--- src/rtl/uart_rx.sv ---
// uart_rx: oversampling UART receiver.
// Two-flop synchroniser, mid-bit sampling on the oversampling tick, LSB-first
// data, one stop bit. Registered single-cycle strobes for valid/framing/parity.
// Optional even parity bit between data and stop: define UART_RX_PARITY_EN.
module uart_rx #(
    parameter int OVERSAMPLING = 8,
    parameter int DATA_BITS    = 8
) (
    input  logic                 sysclk_in,
    input  logic                 rst_in,
    input  logic                 divpulse_in,
    input  logic                 rx_serial_in,
    output logic [DATA_BITS-1:0] rx_data_out,
    output logic                 rx_valid_out,
    output logic                 rx_busy_out,
    output logic                 rx_frame_err_out,
    output logic                 rx_parity_err_out
);
    localparam int TICK_W = $clog2(OVERSAMPLING);
    localparam int BIT_W  = $clog2(DATA_BITS + 1);

    localparam logic [TICK_W-1:0] TICK_MID  = TICK_W'(OVERSAMPLING / 2 - 1);
    localparam logic [TICK_W-1:0] TICK_LAST = TICK_W'(OVERSAMPLING - 1);
    localparam logic [TICK_W-1:0] TICK_ONE  = TICK_W'(1);
    localparam logic [BIT_W-1:0]  BIT_LAST  = BIT_W'(DATA_BITS - 1);
    localparam logic [BIT_W-1:0]  BIT_ONE   = BIT_W'(1);

    typedef enum logic [2:0] {
        S_IDLE   = 3'd0,
        S_START  = 3'd1,
        S_DATA   = 3'd2,
`ifdef UART_RX_PARITY_EN
        S_PARITY = 3'd3,
`endif
        S_STOP   = 3'd4,
        S_BREAK  = 3'd5
    } state_t;

    state_t                state_reg;
    logic [1:0]            sync_reg;
    logic [TICK_W-1:0]     tick_cnt_reg;
    logic [BIT_W-1:0]      bit_cnt_reg;
    logic [DATA_BITS-1:0]  shift_reg;
    logic [DATA_BITS-1:0]  data_reg;
    logic                  valid_reg;
    logic                  frame_err_reg;
    logic                  rxs;

    // Synchronise the asynchronous line; reset to idle-high so no false start
    always_ff @(posedge sysclk_in) begin
        if (rst_in) begin
            sync_reg <= 2'b11;
        end else begin
            sync_reg <= {sync_reg[0], rx_serial_in};
        end
    end

    assign rxs = sync_reg[1];

`ifdef UART_RX_PARITY_EN
    logic parity_bad_reg;
    logic parity_err_reg;
`endif

    // Receive state machine with registered data and strobes
    always_ff @(posedge sysclk_in) begin
        if (rst_in) begin
            state_reg      <= S_IDLE;
            tick_cnt_reg   <= '0;
            bit_cnt_reg    <= '0;
            shift_reg      <= '0;
            data_reg       <= '0;
            valid_reg      <= 1'b0;
            frame_err_reg  <= 1'b0;
`ifdef UART_RX_PARITY_EN
            parity_bad_reg <= 1'b0;
            parity_err_reg <= 1'b0;
`endif
        end else begin
            valid_reg     <= 1'b0;
            frame_err_reg <= 1'b0;
`ifdef UART_RX_PARITY_EN
            parity_err_reg <= 1'b0;
`endif
            case (state_reg)
                S_IDLE: begin
                    if (divpulse_in && !rxs) begin
                        state_reg    <= S_START;
                        tick_cnt_reg <= '0;
                    end
                end
                S_START: begin
                    if (divpulse_in) begin
                        if (tick_cnt_reg == TICK_MID) begin
                            // Line still low at mid start bit: genuine start
                            if (!rxs) begin
                                state_reg    <= S_DATA;
                                tick_cnt_reg <= '0;
                                bit_cnt_reg  <= '0;
                            end else begin
                                state_reg <= S_IDLE;
                            end
                        end else begin
                            tick_cnt_reg <= tick_cnt_reg + TICK_ONE;
                        end
                    end
                end
                S_DATA: begin
                    if (divpulse_in) begin
                        if (tick_cnt_reg == TICK_LAST) begin
                            shift_reg    <= {rxs, shift_reg[DATA_BITS-1:1]};
                            tick_cnt_reg <= '0;
                            bit_cnt_reg  <= bit_cnt_reg + BIT_ONE;
                            if (bit_cnt_reg == BIT_LAST) begin
`ifdef UART_RX_PARITY_EN
                                state_reg <= S_PARITY;
`else
                                state_reg <= S_STOP;
`endif
                            end
                        end else begin
                            tick_cnt_reg <= tick_cnt_reg + TICK_ONE;
                        end
                    end
                end
`ifdef UART_RX_PARITY_EN
                S_PARITY: begin
                    if (divpulse_in) begin
                        if (tick_cnt_reg == TICK_LAST) begin
                            // Even parity: received bit must equal XOR of data
                            parity_bad_reg <= rxs ^ (^shift_reg);
                            tick_cnt_reg   <= '0;
                            state_reg      <= S_STOP;
                        end else begin
                            tick_cnt_reg <= tick_cnt_reg + TICK_ONE;
                        end
                    end
                end
`endif
                S_STOP: begin
                    if (divpulse_in) begin
                        if (tick_cnt_reg == TICK_LAST) begin
                            data_reg     <= shift_reg;
                            tick_cnt_reg <= '0;
                            if (rxs) begin
                                valid_reg <= 1'b1;
`ifdef UART_RX_PARITY_EN
                                parity_err_reg <= parity_bad_reg;
`endif
                                state_reg <= S_IDLE;
                            end else begin
                                // Low stop bit: flag it and wait out the break
                                frame_err_reg <= 1'b1;
                                state_reg     <= S_BREAK;
                            end
                        end else begin
                            tick_cnt_reg <= tick_cnt_reg + TICK_ONE;
                        end
                    end
                end
                S_BREAK: begin
                    if (rxs) begin
                        state_reg <= S_IDLE;
                    end
                end
                default: begin
                    state_reg <= S_IDLE;
                end
            endcase
        end
    end

    assign rx_data_out      = data_reg;
    assign rx_valid_out     = valid_reg;
    assign rx_frame_err_out = frame_err_reg;
    assign rx_busy_out      = (state_reg != S_IDLE);
`ifdef UART_RX_PARITY_EN
    assign rx_parity_err_out = parity_err_reg;
`else
    assign rx_parity_err_out = 1'b0;
`endif

endmodule

--- config.mk ---
export PLATFORM = sky130hd
export DESIGN_NAME = uart_rx
export DESIGN_NICKNAME = d
export VERILOG_FILES = /design/src/rtl/uart_rx.sv
export SDC_FILE = /design/constraint.sdc
export NUM_CORES = 1
export LEC_CHECK = 0
export ABC_AREA = 1
export CAP_MARGIN = 40
export CORE_ASPECT_RATIO = 0.8
export CORE_UTILIZATION = 59
export CTS_BUF_LIST = sky130_fd_sc_hd__clkbuf_16
export CTS_CLUSTER_DIAMETER = 50
export DETAILED_ROUTE_END_ITERATION = 8
export PLACE_DENSITY = 0.83
export SKIP_LAST_GASP = 1
export SYNTH_ARGS = -nofsm -noshare
export SYNTH_HDL_FRONTEND = slang
export SYNTH_SLANG_ARGS = --single-unit
export TNS_END_PERCENT = 30
--- constraint.sdc ---
create_clock -name sysclk_in -period 4 [get_ports sysclk_in]
set_input_delay 0.6 -clock sysclk_in [delete_from_list [all_inputs] [get_ports sysclk_in]]
set_output_delay 0.6 -clock sysclk_in [all_outputs]
set_load 0.05 [all_outputs]
---- Yosys cells after proc, flatten, opt, wreduce, memory -nomap -nowiden ----
Index checks and enable logic that the tools add are counted.
Widths: inputs -> output; s select.
storage, ports and cells
  bits of input ports ..................... 4
  bits in registers ....................... 30
  logic and storage cells ................. 72
  output and inout port bits .............. 12
operators by class
  bitwise operators ....................... 3
  multiplexer cells ....................... 27
  equality and inequality tests ........... 19
  add/subtract/negate cells ............... 2
  reduce and logical (&&, ||, !) cells .... 13
operators with widths
  kind                 number
  $mux 3               16
  $mux 4               5
  $ne 2x2->1 const B   10
  $pmux 3 s5           1
  $eq 3x3->1 const B   3
  $pmux 3 s3           1
  $reduce_and 9->1     1
  $pmux 4 s2           1
  $eq 3x2->1 const B   2
  $reduce_and 3->1     2
  $reduce_and 6->1     1
  $reduce_bool 3->1    2
  $reduce_and 5->1     1
  $add 4x1->4 const B  1
  $eq 4x3->1 const B   1
  $reduce_or 4->1      1
  $add 3x1->3 const B  1
  $eq 3x1->1 const B   1
  $logic_not 3->1      1
  $ne 3x3->1 const B   1
  $not 1->1            3
  $mux 1               2
  $mux 2               1
  $ne 2x1->1 const B   1
  4 further kinds      4

---- Depth between registers and ports, before layout ----
  depth after elaboration ................. 5
  gate-level depth with buffers ........... 11
  gate-level depth less buffers ........... 10

---- Worst setup path after synthesis ----
OpenSTA, ideal clock, no wires.
  path kind ............................... flip-flop to flip-flop
  from .................................... register tick_cnt_reg[0]
  to ...................................... register data_reg[0] (netlist: rx_data_out[0])
  period minus slack after synthesis ...... 1,568 ps
  cell stages (with the launch flop) ...... 8
  arrival ................................. 1,448 ps
  data required time ...................... 3,881 ps
  setup time .............................. 119 ps
  setup slack ............................. 2,432 ps
  path through ............................ dfxtp_1 -> ha_1 -> ha_1 -> nand2_1 -> clkinv_1 -> nand3_2 -> buf_2 -> a21oi_1
on the way
  word-level cells in the longest chain between the ends .. 2
RTL lines
  element                            RTL line  RTL
  from (decl)                        41        logic [TICK_W-1:0] tick_cnt_reg;
  from (signal assigned)             104       tick_cnt_reg <= tick_cnt_reg + TICK_ONE;
  from (signal assigned)             122       tick_cnt_reg <= tick_cnt_reg + TICK_ONE;
  from (signal assigned)             157       tick_cnt_reg <= tick_cnt_reg + TICK_ONE;
  $eq 3x3->1                         142       if (tick_cnt_reg == TICK_LAST) begin
  $reduce_and 3->1 (no source line)  -
  to (signal assigned)               143       data_reg <= shift_reg;
  to (decl)                          44        logic [DATA_BITS-1:0] data_reg;
No other way between the ends.
A chain may end at the register's enable or synchronous reset.

---- Final worst setup path ----
  from .................................... register state_reg[2]
  to ...................................... output port rx_busy_out
on the way
  word-level cells in the longest chain between the ends .. 1
RTL lines
  element                 RTL line  RTL
  from (decl)             39        state_t state_reg;
  from (signal assigned)  68        state_reg <= S_IDLE;
  from (signal assigned)  88        state_reg <= S_START;
  from (signal assigned)  97        state_reg <= S_DATA;
  $reduce_bool 3->1       176       assign rx_busy_out = (state_reg != S_IDLE);
  to (decl)               15        output logic rx_busy_out,
No other way between the ends.

==> impl_metrics.csv <==
group,metric,value,unit
outcome,status,"finished clean",
global_routing,grt_max_degree,19,
floorplanning,fp.dieH,47.4,µm
cts,cts.sinks,30,
hold_path,hold_path_class,"reg -> reg",
yosys,synth_fp_nets,229,
worst_setup_path,worstPathMaxFanout,8,
yosys,syn-cell-area,0.00152,mm²
sta,setup_viol,0,
finish,num_antenna_cells,0,
sta,rsz0062_at_grt,"false",
yosys,synth_edf_count,0,
finish,fin_util,73.7,%
sta,worst_pin_slew,779,ps
power_and_ir_drop,p_leak,0.753,nW
yosys,yosysSeqAreaShare,39.5,%
global_routing,grtUsageTotal,25.2,%
yosys,ys_types,24,
yosys,ys_warn_count,0,
floorplanning,ios,16,
power_and_ir_drop,combPwrFrac,42.7,%
route,vias,1415,
cts,cts_buffers,5,
cts,worstSkewPairLatency,270,ps
sta,finalClockSkew,2.91,ps
sta,fin_crit_sh,60.2,%
placed_design,post-dp-hpwl,2340,µm
finish,drive_gt1_share,10.8,%
route,routed_wl,3290,µm
floorplanning,dieArea,0.00279,mm²
global_routing,antenna_found_initial,0,
power_and_ir_drop,irDropWorstVdd,0.000381,V
global_routing,overflow,0,
worst_setup_path,end_kind,"primary output",
power_and_ir_drop,pwr-share-clk,27.1,%
sta,finalMaxSlewViolations,0,
finish,area_growth,18.3,%
yosys,syn_inst,218,
cts,clkTransAtPathRegs,50,ps
global_routing,grt_pass1_vias,1176,
route,wl_per_cell,12.3,µm
worst_setup_path,required,3400,ps
worst_setup_path,cp.arrival,1810,ps
floorplanning,initial_core_util,62.3,%
route,drcViolationCount,0,
power_and_ir_drop,power_density,701,mW/mm²
cts,cts_tree,"done",
worst_setup_path,path_class,"reg -> out",
sta,setup_tns,0,ps
cts,h-tree-depth,2,
sta,hold_violations,0,
power_and_ir_drop,p_sw,532,µW
cts,root_buffer,"clkbuf_16",
yosys,synth-seq-cells,30,
yosys,syn_area_per_cell,6.98,µm²
power_and_ir_drop,switching_share,42.2,%
floorplanning,core,0.00244,mm²
placed_design,io_buffers,14,
route,drt.antenna.violating_nets,0,
route,firstDrtPassIters,4,
sta,period_needed,2410,ps
cts,holdBufCountCts,0,
floorplanning,dieWidth,58.8,µm
placed_design,placed_cell_area,0.00166,mm²
floorplanning,rows,16,
power_and_ir_drop,p_int,729,µW
placed_design,globalplace.congestion,0.853,
finish,fin_nets,242,
route,vias_per_cell,5.28,
finish,postLayoutCellArea,0.00180,mm²
cts,clock_path_buffers,2,
yosys,async_flop_share,0,%
sta,fmax,415,MHz
worst_setup_path,crit_path_start_kind,"register",
power_and_ir_drop,power_frac_seq,30.2,%
cts,post_cts_resized,0,
sta,relSlewSlack,47.9,%
cts,cts_setup_buffers,0,
route,drtIter0Drc,104,
yosys,synth_flop_cell,"dfxtp_1",
run,maxCapViolations,0,
global_routing,grt_first_pass_wirelength,5060,µm
## worst max-delay path, cell delays in order (launching register included)
cell and delay (ps):
dfxtp_1 500, inv_2 150, nand2_1 100, clkdlybuf4s50_1 800
## Yosys cell counts, types with 2 or more instances
cell type	count	share of area, %
nand2_1	43	11
dfxtp_1	30	39
a21oi_1	26	8.6
nand3_1	24	7.9
inv_1	22	5.4
nor2_1	22	5.4
o21ai_0	10	3.3
ha_1	7	5.8
nand2_2	5	2.1
nor2_2	4	1.6
or2_2	4	1.6
buf_4	3	1.5
clkbuf_1	3	0.74
inv_2	3	0.74
buf_2	2	0.66
nor3_1	2	0.66
## kinds of logic (layout without fill, tap and decap cells)
| logic type | Yosys count | in the layout | synth area share [%] |
|---|---|---|---|
| AO/OA/AOI/OAI | 37 | 37 | 12.4 |
| other | 1 | 1 | 0.246 |
| adder cells (fa/ha/maj) | 7 | 7 | 5.76 |
| XOR/XNOR | 1 | 1 | 0.576 |
| buffers and inverters | 34 | 48 | 9.29 |
| flip-flops | 30 | 30 | 39.5 |
| AND/OR/NAND/NOR | 108 | 108 | 32.2 |
## cell type report
cell class                      instances  area [µm²]
Clock buffer                            5         125
Fill cell                             197         642
Multi-Input combinational cell        154         779
Inverter                               26        97.6
Sequential cell                        30         601
Timing Repair Buffer                   14         140
Tap cell                               36        45.0
Clock inverter                          3        12.5
## worst paths after layout
| check | from | to | slack, ps | cells past startpoint |
|---|---|---|---|---|
| worst max-delay path | state_reg[2] | rx_busy_out | 1590 | 3 |
| worst min-delay path | sync_reg[0] | sync_reg[1] | 420 | 1 |
| worst max register to register | state_reg[2] | state_reg[2] | 2020 | 10 |
| worst min register to register | sync_reg[0] | sync_reg[1] | 420 | 1 |
## routing by layer
| layer | wire length (µm) | share of wire (%) | track usage (%) |
|---|---|---|---|
| met1 | 1530 | 47 | 33.3 |
| met2 | 1470 | 45 | 40.0 |
| met3 | 253 | 7.7 | 5.95 |
| met4 | 29 | 0.88 | 11.9 |
| met5 | 0 | 0 | 0 |
## per-stage QoR
| stage | hold slack [ps] | setup WS [ps] | power [mW] | std cells |
|---|---|---|---|---|
| after global placement | 394 | 1890 | 0.881 | 260 |
| after detailed placement | 409 | 1880 | 0.912 | 260 |
| final | 415 | 1590 | 1.26 | 268 |
| after global routing | 426 | 1520 | 1.34 | 268 |
| after floorplan | 389 | 2430 | 0.810 | 218 |
| after CTS | 422 | 1600 | 1.26 | 268 |
## power by group through the flow
| stage | logic (mW) | registers [mW] | clock network (mW) |
|---|---|---|---|
| floorplan | 0.451 | 0.359 | 0 |
| global placement | 0.498 | 0.383 | 0 |
| detailed placement | 0.527 | 0.385 | 0 |
| CTS | 0.531 | 0.379 | 0.346 |
| global route | 0.599 | 0.387 | 0.358 |
| finish | 0.538 | 0.381 | 0.342 |
## layout by cell type (no fill, tap or decap)
cell type / n
inv_1: 23
clkdlybuf4s50_1: 14
nor2_1: 22
nand2_2: 5
nor2_4: 1
clkinv_1: 2
xnor2_1: 1
nor3_1: 2
nand3b_1: 1
clkbuf_16: 5
a21oi_1: 26
conb_1: 1
nand3_1: 24
nor2_2: 4
o21ai_2: 1
ha_1: 7
o21ai_0: 10
clkinv_2: 1
inv_2: 3
or2_2: 4
nand3_2: 1
dfxtp_1: 30
nand4_1: 1
nand2_1: 43
(Power assumes the default switching activity.)
